[src/rtl/evt_burst_seq.sv]
// -----------------------------------------------------------------------------
// evt_burst_seq
//   Multi-channel, event-triggered pulse-burst sequencer. Each channel waits
//   for a rising edge on its trigger, then emits single-cycle pulses separated
//   by a programmable gap. A burst is either counted (do-while: at least one
//   pulse) or runs forever until stopped.
//
//   Optional feature macro: EVT_BURST_SEQ_STATS_EN
//     adds stat_clr (input) and stat_pulses (output, 16 bits per channel),
//     a saturating per-channel count of pulse_out cycles.
//
// Ports:
//   clk          clock, all logic on posedge
//   rst_n        asynchronous active-low reset
//   trig         per-channel trigger level, rising edge starts a burst
//   stop         per-channel level-sensitive abort
//   cfg_count    pulses per burst, channel i at [i*CNT_W +: CNT_W]
//   cfg_forever  per-channel repeat-until-stop select
//   cfg_gap      idle cycles between pulses (shared)
//   pulse_out    burst pulses
//   busy         channel not idle
//   done         1-cycle pulse when a counted burst completes normally
//   overrun      1-cycle pulse when a trigger edge arrives while busy
//   stat_clr     (stats build) per-channel synchronous counter clear
//   stat_pulses  (stats build) per-channel pulse counters
// -----------------------------------------------------------------------------
module evt_burst_seq #(
    parameter int NUM_CH = 4,
    parameter int CNT_W  = 8,
    parameter int GAP_W  = 4
) (
    input  logic                    clk,
    input  logic                    rst_n,
    input  logic [NUM_CH-1:0]       trig,
    input  logic [NUM_CH-1:0]       stop,
    input  logic [NUM_CH*CNT_W-1:0] cfg_count,
    input  logic [NUM_CH-1:0]       cfg_forever,
    input  logic [GAP_W-1:0]        cfg_gap,
`ifdef EVT_BURST_SEQ_STATS_EN
    input  logic [NUM_CH-1:0]       stat_clr,
    output logic [NUM_CH*16-1:0]    stat_pulses,
`endif
    output logic [NUM_CH-1:0]       pulse_out,
    output logic [NUM_CH-1:0]       busy,
    output logic [NUM_CH-1:0]       done,
    output logic [NUM_CH-1:0]       overrun
);

    typedef enum logic [1:0] {
        ST_IDLE  = 2'd0,
        ST_PULSE = 2'd1,
        ST_GAP   = 2'd2,
        ST_DONE  = 2'd3
    } state_t;

    localparam logic [CNT_W-1:0] CNT_ZERO = CNT_W'(0);
    localparam logic [CNT_W-1:0] CNT_ONE  = CNT_W'(1);
    localparam logic [GAP_W-1:0] GAP_ZERO = GAP_W'(0);
    localparam logic [GAP_W-1:0] GAP_ONE  = GAP_W'(1);

    logic [NUM_CH-1:0] trig_q_r;
    logic [NUM_CH-1:0] trig_edge_s;

    // Previous trigger level; resets to ones so a trigger held high through
    // reset release is not mistaken for a fresh edge.
    always_ff @(posedge clk or negedge rst_n) begin
        if (!rst_n) begin
            trig_q_r <= {NUM_CH{1'b1}};
        end else begin
            trig_q_r <= trig;
        end
    end

    assign trig_edge_s = trig & ~trig_q_r;

    // An edge seen while the channel is busy is dropped and flagged in the
    // same cycle it arrives, so this flag is decoded from the edge directly.
    assign overrun = trig_edge_s & busy;

    for (genvar ch = 0; ch < NUM_CH; ch++) begin : g_ch
        state_t           state_r, state_nxt_s;
        logic [CNT_W-1:0] rem_r, rem_nxt_s;
        logic             run_forever_r, run_forever_nxt_s;
        logic [GAP_W-1:0] gap_lat_r, gap_lat_nxt_s;
        logic [GAP_W-1:0] gap_cnt_r, gap_cnt_nxt_s;
        logic             pulse_r, busy_r, done_r;
        logic [CNT_W-1:0] cfg_cnt_s;

        assign cfg_cnt_s = cfg_count[ch*CNT_W +: CNT_W];

        // Next-state and datapath decode for one channel.
        always_comb begin
            state_nxt_s       = state_r;
            rem_nxt_s         = rem_r;
            run_forever_nxt_s = run_forever_r;
            gap_lat_nxt_s     = gap_lat_r;
            gap_cnt_nxt_s     = gap_cnt_r;
            case (state_r)
                ST_IDLE: begin
                    if (trig_edge_s[ch] && !stop[ch]) begin
                        state_nxt_s       = ST_PULSE;
                        // A zero count still yields one pulse.
                        rem_nxt_s         = (cfg_cnt_s == CNT_ZERO) ? CNT_ONE : cfg_cnt_s;
                        run_forever_nxt_s = cfg_forever[ch];
                        gap_lat_nxt_s     = cfg_gap;
                    end else begin
                        state_nxt_s = ST_IDLE;
                    end
                end
                ST_PULSE: begin
                    if (stop[ch]) begin
                        state_nxt_s = ST_IDLE;
                    end else begin
                        if (!run_forever_r && (rem_r <= CNT_ONE)) begin
                            state_nxt_s = ST_DONE;
                        end else if (gap_lat_r == GAP_ZERO) begin
                            state_nxt_s = ST_PULSE;
                        end else begin
                            state_nxt_s   = ST_GAP;
                            // GAP is left when the counter is zero, so load gap-1
                            // to stay exactly gap cycles.
                            gap_cnt_nxt_s = gap_lat_r - GAP_ONE;
                        end
                        // Forever bursts never touch rem; counted ones stop at zero.
                        if (!run_forever_r && (rem_r != CNT_ZERO)) begin
                            rem_nxt_s = rem_r - CNT_ONE;
                        end else begin
                            rem_nxt_s = rem_r;
                        end
                    end
                end
                ST_GAP: begin
                    if (stop[ch]) begin
                        state_nxt_s = ST_IDLE;
                    end else if (gap_cnt_r == GAP_ZERO) begin
                        state_nxt_s = ST_PULSE;
                    end else begin
                        gap_cnt_nxt_s = gap_cnt_r - GAP_ONE;
                    end
                end
                ST_DONE: begin
                    state_nxt_s = ST_IDLE;
                end
                default: begin
                    state_nxt_s = ST_IDLE;
                end
            endcase
        end

        // Channel state, datapath and registered Moore outputs.
        always_ff @(posedge clk or negedge rst_n) begin
            if (!rst_n) begin
                state_r       <= ST_IDLE;
                rem_r         <= CNT_ZERO;
                run_forever_r <= 1'b0;
                gap_lat_r     <= GAP_ZERO;
                gap_cnt_r     <= GAP_ZERO;
                pulse_r       <= 1'b0;
                busy_r        <= 1'b0;
                done_r        <= 1'b0;
            end else begin
                state_r       <= state_nxt_s;
                rem_r         <= rem_nxt_s;
                run_forever_r <= run_forever_nxt_s;
                gap_lat_r     <= gap_lat_nxt_s;
                gap_cnt_r     <= gap_cnt_nxt_s;
                pulse_r       <= (state_nxt_s == ST_PULSE);
                busy_r        <= (state_nxt_s != ST_IDLE);
                done_r        <= (state_nxt_s == ST_DONE);
            end
        end

        assign pulse_out[ch] = pulse_r;
        assign busy[ch]      = busy_r;
        assign done[ch]      = done_r;

`ifdef EVT_BURST_SEQ_STATS_EN
        logic [15:0] stat_r;

        // Saturating pulse counter; a clear request beats an increment.
        always_ff @(posedge clk or negedge rst_n) begin
            if (!rst_n) begin
                stat_r <= 16'd0;
            end else if (stat_clr[ch]) begin
                stat_r <= 16'd0;
            end else if (pulse_r && (stat_r != 16'hFFFF)) begin
                stat_r <= stat_r + 16'd1;
            end else begin
                stat_r <= stat_r;
            end
        end

        assign stat_pulses[ch*16 +: 16] = stat_r;
`endif
    end

endmodule

[config.mk]
export PLATFORM = sky130hd
export DESIGN_NAME = evt_burst_seq
export DESIGN_NICKNAME = d
export VERILOG_FILES = /design/src/rtl/evt_burst_seq.sv
export SDC_FILE = /design/constraint.sdc
export NUM_CORES = 1
export LEC_CHECK = 0
export CAP_MARGIN = 40
export CORE_MARGIN = 4
export CORE_UTILIZATION = 58
export CTS_BUF_LIST = sky130_fd_sc_hd__clkbuf_2 sky130_fd_sc_hd__clkbuf_4 sky130_fd_sc_hd__clkbuf_8
export DETAILED_ROUTE_END_ITERATION = 6
export MAX_ROUTING_LAYER = met4
export PLACE_DENSITY = 0.83
export SETUP_SLACK_MARGIN = 0.05
export SLEW_MARGIN = 25
export SYNTH_ARGS = -nofsm -noshare
export SYNTH_HDL_FRONTEND = slang
export SYNTH_SLANG_ARGS = --single-unit
[constraint.sdc]
create_clock -name clk -period 3.06 [get_ports clk]
set_clock_uncertainty 0.1 [all_clocks]
set_input_delay 0.765 -clock clk [delete_from_list [all_inputs] [get_ports clk]]
set_output_delay 0.765 -clock clk [all_outputs]
set_load 0.02 [all_outputs]
==> flow_metrics.tcl <==
set metrics [dict create \
    max_stage_delay_ns 0.60 \
    final_antenna_net_count 0 \
    cts_tree "built" \
    worst_pin_slew_ns 0.695 \
    hp-class "in -> async" \
    grt.total_usage_pct 23.6 \
    grt_pass1_vias 4377 \
    arrival_ns 2.04 \
    antenna_found_initial 0 \
    die_w_um 103 \
    finalMaxSlewViolations 0 \
    p_total_mw 3.96 \
    power.internal_mw 2.57 \
    comb_power_share_pct 28.6 \
    rsz0062_at_grt "false" \
    ioPinCount 66 \
    cp-end-kind "primary output" \
    setup_slack_ns 0.152 \
    ys_ff_latch 92 \
    grt.overflow.total 0 \
    setup_violations 0 \
    pwr-share-seq_pct 48.0 \
    path_class "in -> out" \
    synthSimpleGateAreaFrac_pct 19.7 \
    r2r_setup_slack_ns 0.68 \
    critPathLaunchType "input port" \
    synth_compound_area_share_pct 21.1 \
    yosysUniqueCellTypes 61 \
    reg2reg_depth 6 \
    yosys_most_used_dff "dfrtp_1" \
    synthAdderAreaFrac_pct 3.12 \
    dr.first_iter.drc_count 270 \
    crit_chain "clkdlybuf4s50_1, nand2b_1, nor2_1, clkdlybuf4s50_1" \
    htreeDepth 3 \
    die_area_mm2 0.0106 \
    path_depth 4 \
    nNetsFinal 681 \
    synth_top_family_by_area "compound AO/OA/AOI/OAI gates" \
    cts_setup_buffers 0 \
    drc 0 \
    swShare_pct 35.1 \
    crit_family "buffers and inverters" \
    fmax_mhz 344 \
    dpl.hpwl_um 8310 \
    outcome "finished, final reports clean" \
    initial_core_util_pct 59.8 \
    cts_buffers 9 \
    place_congestion 0.895 \
    cts.hold.buffers_added 0 \
    ir_drop_mv 0.315 \
    placed_area_mm2 0.00590 \
    diodes 0 \
    critical_path.most_common_cell "clkdlybuf4s50_1" \
    path_clk_slew_ns 0.09 \
    crit_buf_inv 2 \
    drive_above_1_share_pct 10.8 \
    grt_max_degree 65 \
    critPathMaxFanout 2 \
    postSynthAreaPerCell_um2 9.18 \
    worstReg2RegEnd "g_ch[3].rem_r[0]$_DFFE_PN0P_" \
    grt_pass1_wl_um 19500 \
    period_share_pct 95.0 \
    dr.pass1.iters 5 \
    power.switching_mw 1.39 \
    synth_xor_area_share_pct 0.504 \
    synthArstFlopShare_pct 100 \
    r2r-start "g_ch[3].rem_r[0]$_DFFE_PN0P_" \
    cts-root-buf "clkbuf_8" \
    crit_slowest_cell "clkdlybuf4s50_1" \
    cts_resized 0 \
    post-route-min-period_ns 2.91 \
    clock_sinks 92 \
    placeableCoreArea_mm2 0.00872 \
    synth-edff-count 0 \
    vias 4488 \
    viasPerCell 6.14 \
    ys_warn_count 0 \
    pre_cts_ws_ns 0.140 \
    power_density_mw_per_mm2 647 \
    routed_wl_um 11600 \
    chipHeight_um 103 \
    syn-num-nets 631 \
    synth.yosys.seq_area_share_pct 44.3 \
    clkPwrFrac_pct 23.4 \
    clk_latency_ns 0.36 \
    syn_inst 568 \
    io_buffer_count 65 \
    drv_cap 0 \
    syn_area_mm2 0.00521 \
    rows 34 \
    avgRoutedWirePerCell_um 15.8 \
    syn2layout_area_growth_pct 17.5 \
    p_leak_nw 2.64 \
    slew_headroom_pct 53.1 \
    crit_required_ns 2.19 \
    fin_area_mm2 0.00612 \
    muxShareOfSynthArea_pct 5.81 \
    final-hold-violation-count 0 \
    tns_ns 0 \
    clockBufferDepth 2 \
]
-- cells in the mapped netlist, types with 2 or more instances --
cell / n / area, um^2
a2111oi_0: 2 / 17.5
a211oi_1: 8 / 60.1
a21o_1: 5 / 37.5
a21oi_1: 43 / 215
a221oi_1: 5 / 43.8
a22o_1: 6 / 52.6
a22oi_1: 5 / 37.5
a31oi_1: 5 / 31.3
a32oi_1: 3 / 26.3
buf_4: 12 / 90.1
clkbuf_1: 22 / 82.6
dfrtp_1: 88 / 2200
dfstp_2: 4 / 105
ha_1: 13 / 163
inv_1: 29 / 109
mux2_2: 18 / 203
mux2i_1: 10 / 100
nand2_1: 41 / 154
nand2b_1: 15 / 93.8
nand3_1: 11 / 55.1
nor2_1: 58 / 218
nor2b_1: 6 / 37.5
nor3_1: 30 / 150
nor4_1: 18 / 113
nor4_2: 2 / 25.0
o21ai_0: 46 / 230
o21bai_1: 4 / 30.0
o22a_1: 2 / 17.5
o22ai_1: 4 / 25.0
o2bb2ai_1: 2 / 17.5
o31a_1: 4 / 35.0
o31ai_1: 2 / 15.0
o32ai_1: 2 / 17.5
o41a_1: 2 / 22.5
or2_2: 6 / 37.5
or3_1: 3 / 18.8
or3b_2: 2 / 17.5
or4_1: 4 / 30.0
or4_4: 3 / 33.8
xor2_1: 2 / 17.5
-- worst max-delay path by stage --
stage / from / slack, ns / end
6_report: trig[2] / 0.15 / overrun[2]
5_1_grt: trig[1] / 0.08 / overrun[1]
4_1_cts: trig[2] / 0.14 / overrun[2]
3_5_place_dp: trig[2] / 0.14 / overrun[2]
3_3_place_gp: trig[2] / 0.14 / overrun[2]
2_1_floorplan: trig[0] / 0.77 / g_ch[0].rem_r[7]$_DFFE_PN0P_
-- worst register-to-register path: cells and delay by family, from the launching register on --
| kind | cells | cell delay (ns) |
|---|---|---|
| compound gates | 2 | 0.50 |
| fa+ha+maj | 1 | 0.21 |
| buf+inv | 1 | 0.08 |
| flops | 1 | 0.43 |
| simple gates | 2 | 0.96 |
-- cell usage in the layout, fill, tap and decap left out, drive strengths merged, types with 15 or more instances in the layout --
master / instances
o21ai: 46
nand2: 41
inv: 29
nor2: 58
mux2: 18
nor3: 30
dfrtp: 88
nor4: 20
nand2b: 15
clkdlybuf4s50: 64
a21oi: 45
-- sequential cells by signal, indices dropped and copies added (netlist names) --
signal,flops
g_ch.state_r,8
g_ch.pulse_r,4
g_ch.gap_cnt_r,16
g_ch.busy_r,4
g_ch.rem_r,32
g_ch.run_forever_r,4
trig_q_r,4
g_ch.done_r,4
g_ch.gap_lat_r,16
-- power by group through the flow --
stage / combinational, mW / clock, mW / sequential [mW]
2_1_floorplan: 0.861 / 0 / 1.80
3_3_place_gp: 1.06 / 0 / 1.88
3_5_place_dp: 1.12 / 0 / 1.91
4_1_cts: 1.13 / 0.940 / 1.89
5_1_grt: 1.27 / 0.989 / 1.95
6_report: 1.13 / 0.928 / 1.90
-- metal layers --
metal | share of wire (%) | global-route usage [%] | routed length (um) | vias to the layer above
li1 | - | - | - | 2163
met1 | 42 | 28.7 | 4860 | 2176
met2 | 51 | 40.3 | 5940 | 125
met3 | 5.0 | 3.25 | 580 | 24
met4 | 1.8 | 8.47 | 204 | 0
met5 | 0 | - | 0 | -
-- stage by stage --
stage | util, % | cells | hold slack [ns]
detailed placement | 67.6 | 715 | 0.405
global placement | 67.6 | 715 | 0.395
floorplan | - | 568 | 0.369
global route | 70.2 | 731 | 0.245
CTS | 70.2 | 731 | 0.221
finish | 70.2 | 731 | 0.218
-- cell families (layout without fill, tap and decap cells) --
logic type,count (synthesis),in the layout
flops,92,92
fa+ha+maj,13,13
compound gates,164,164
mux,28,28
xor+xnor,3,3
simple gates,204,204
buf+inv,64,119
-- final cells by class --
class                           count  area [um^2]
Clock buffer                       12          153
Fill cell                         678         2600
Clock inverter                      4         73.8
Sequential cell                    92         2310
Tap cell                          108          135
Timing Repair Buffer               74          728
Multi-Input combinational cell    412         2620
Inverter                           29          109
Power figures use the tool's default switching activity.
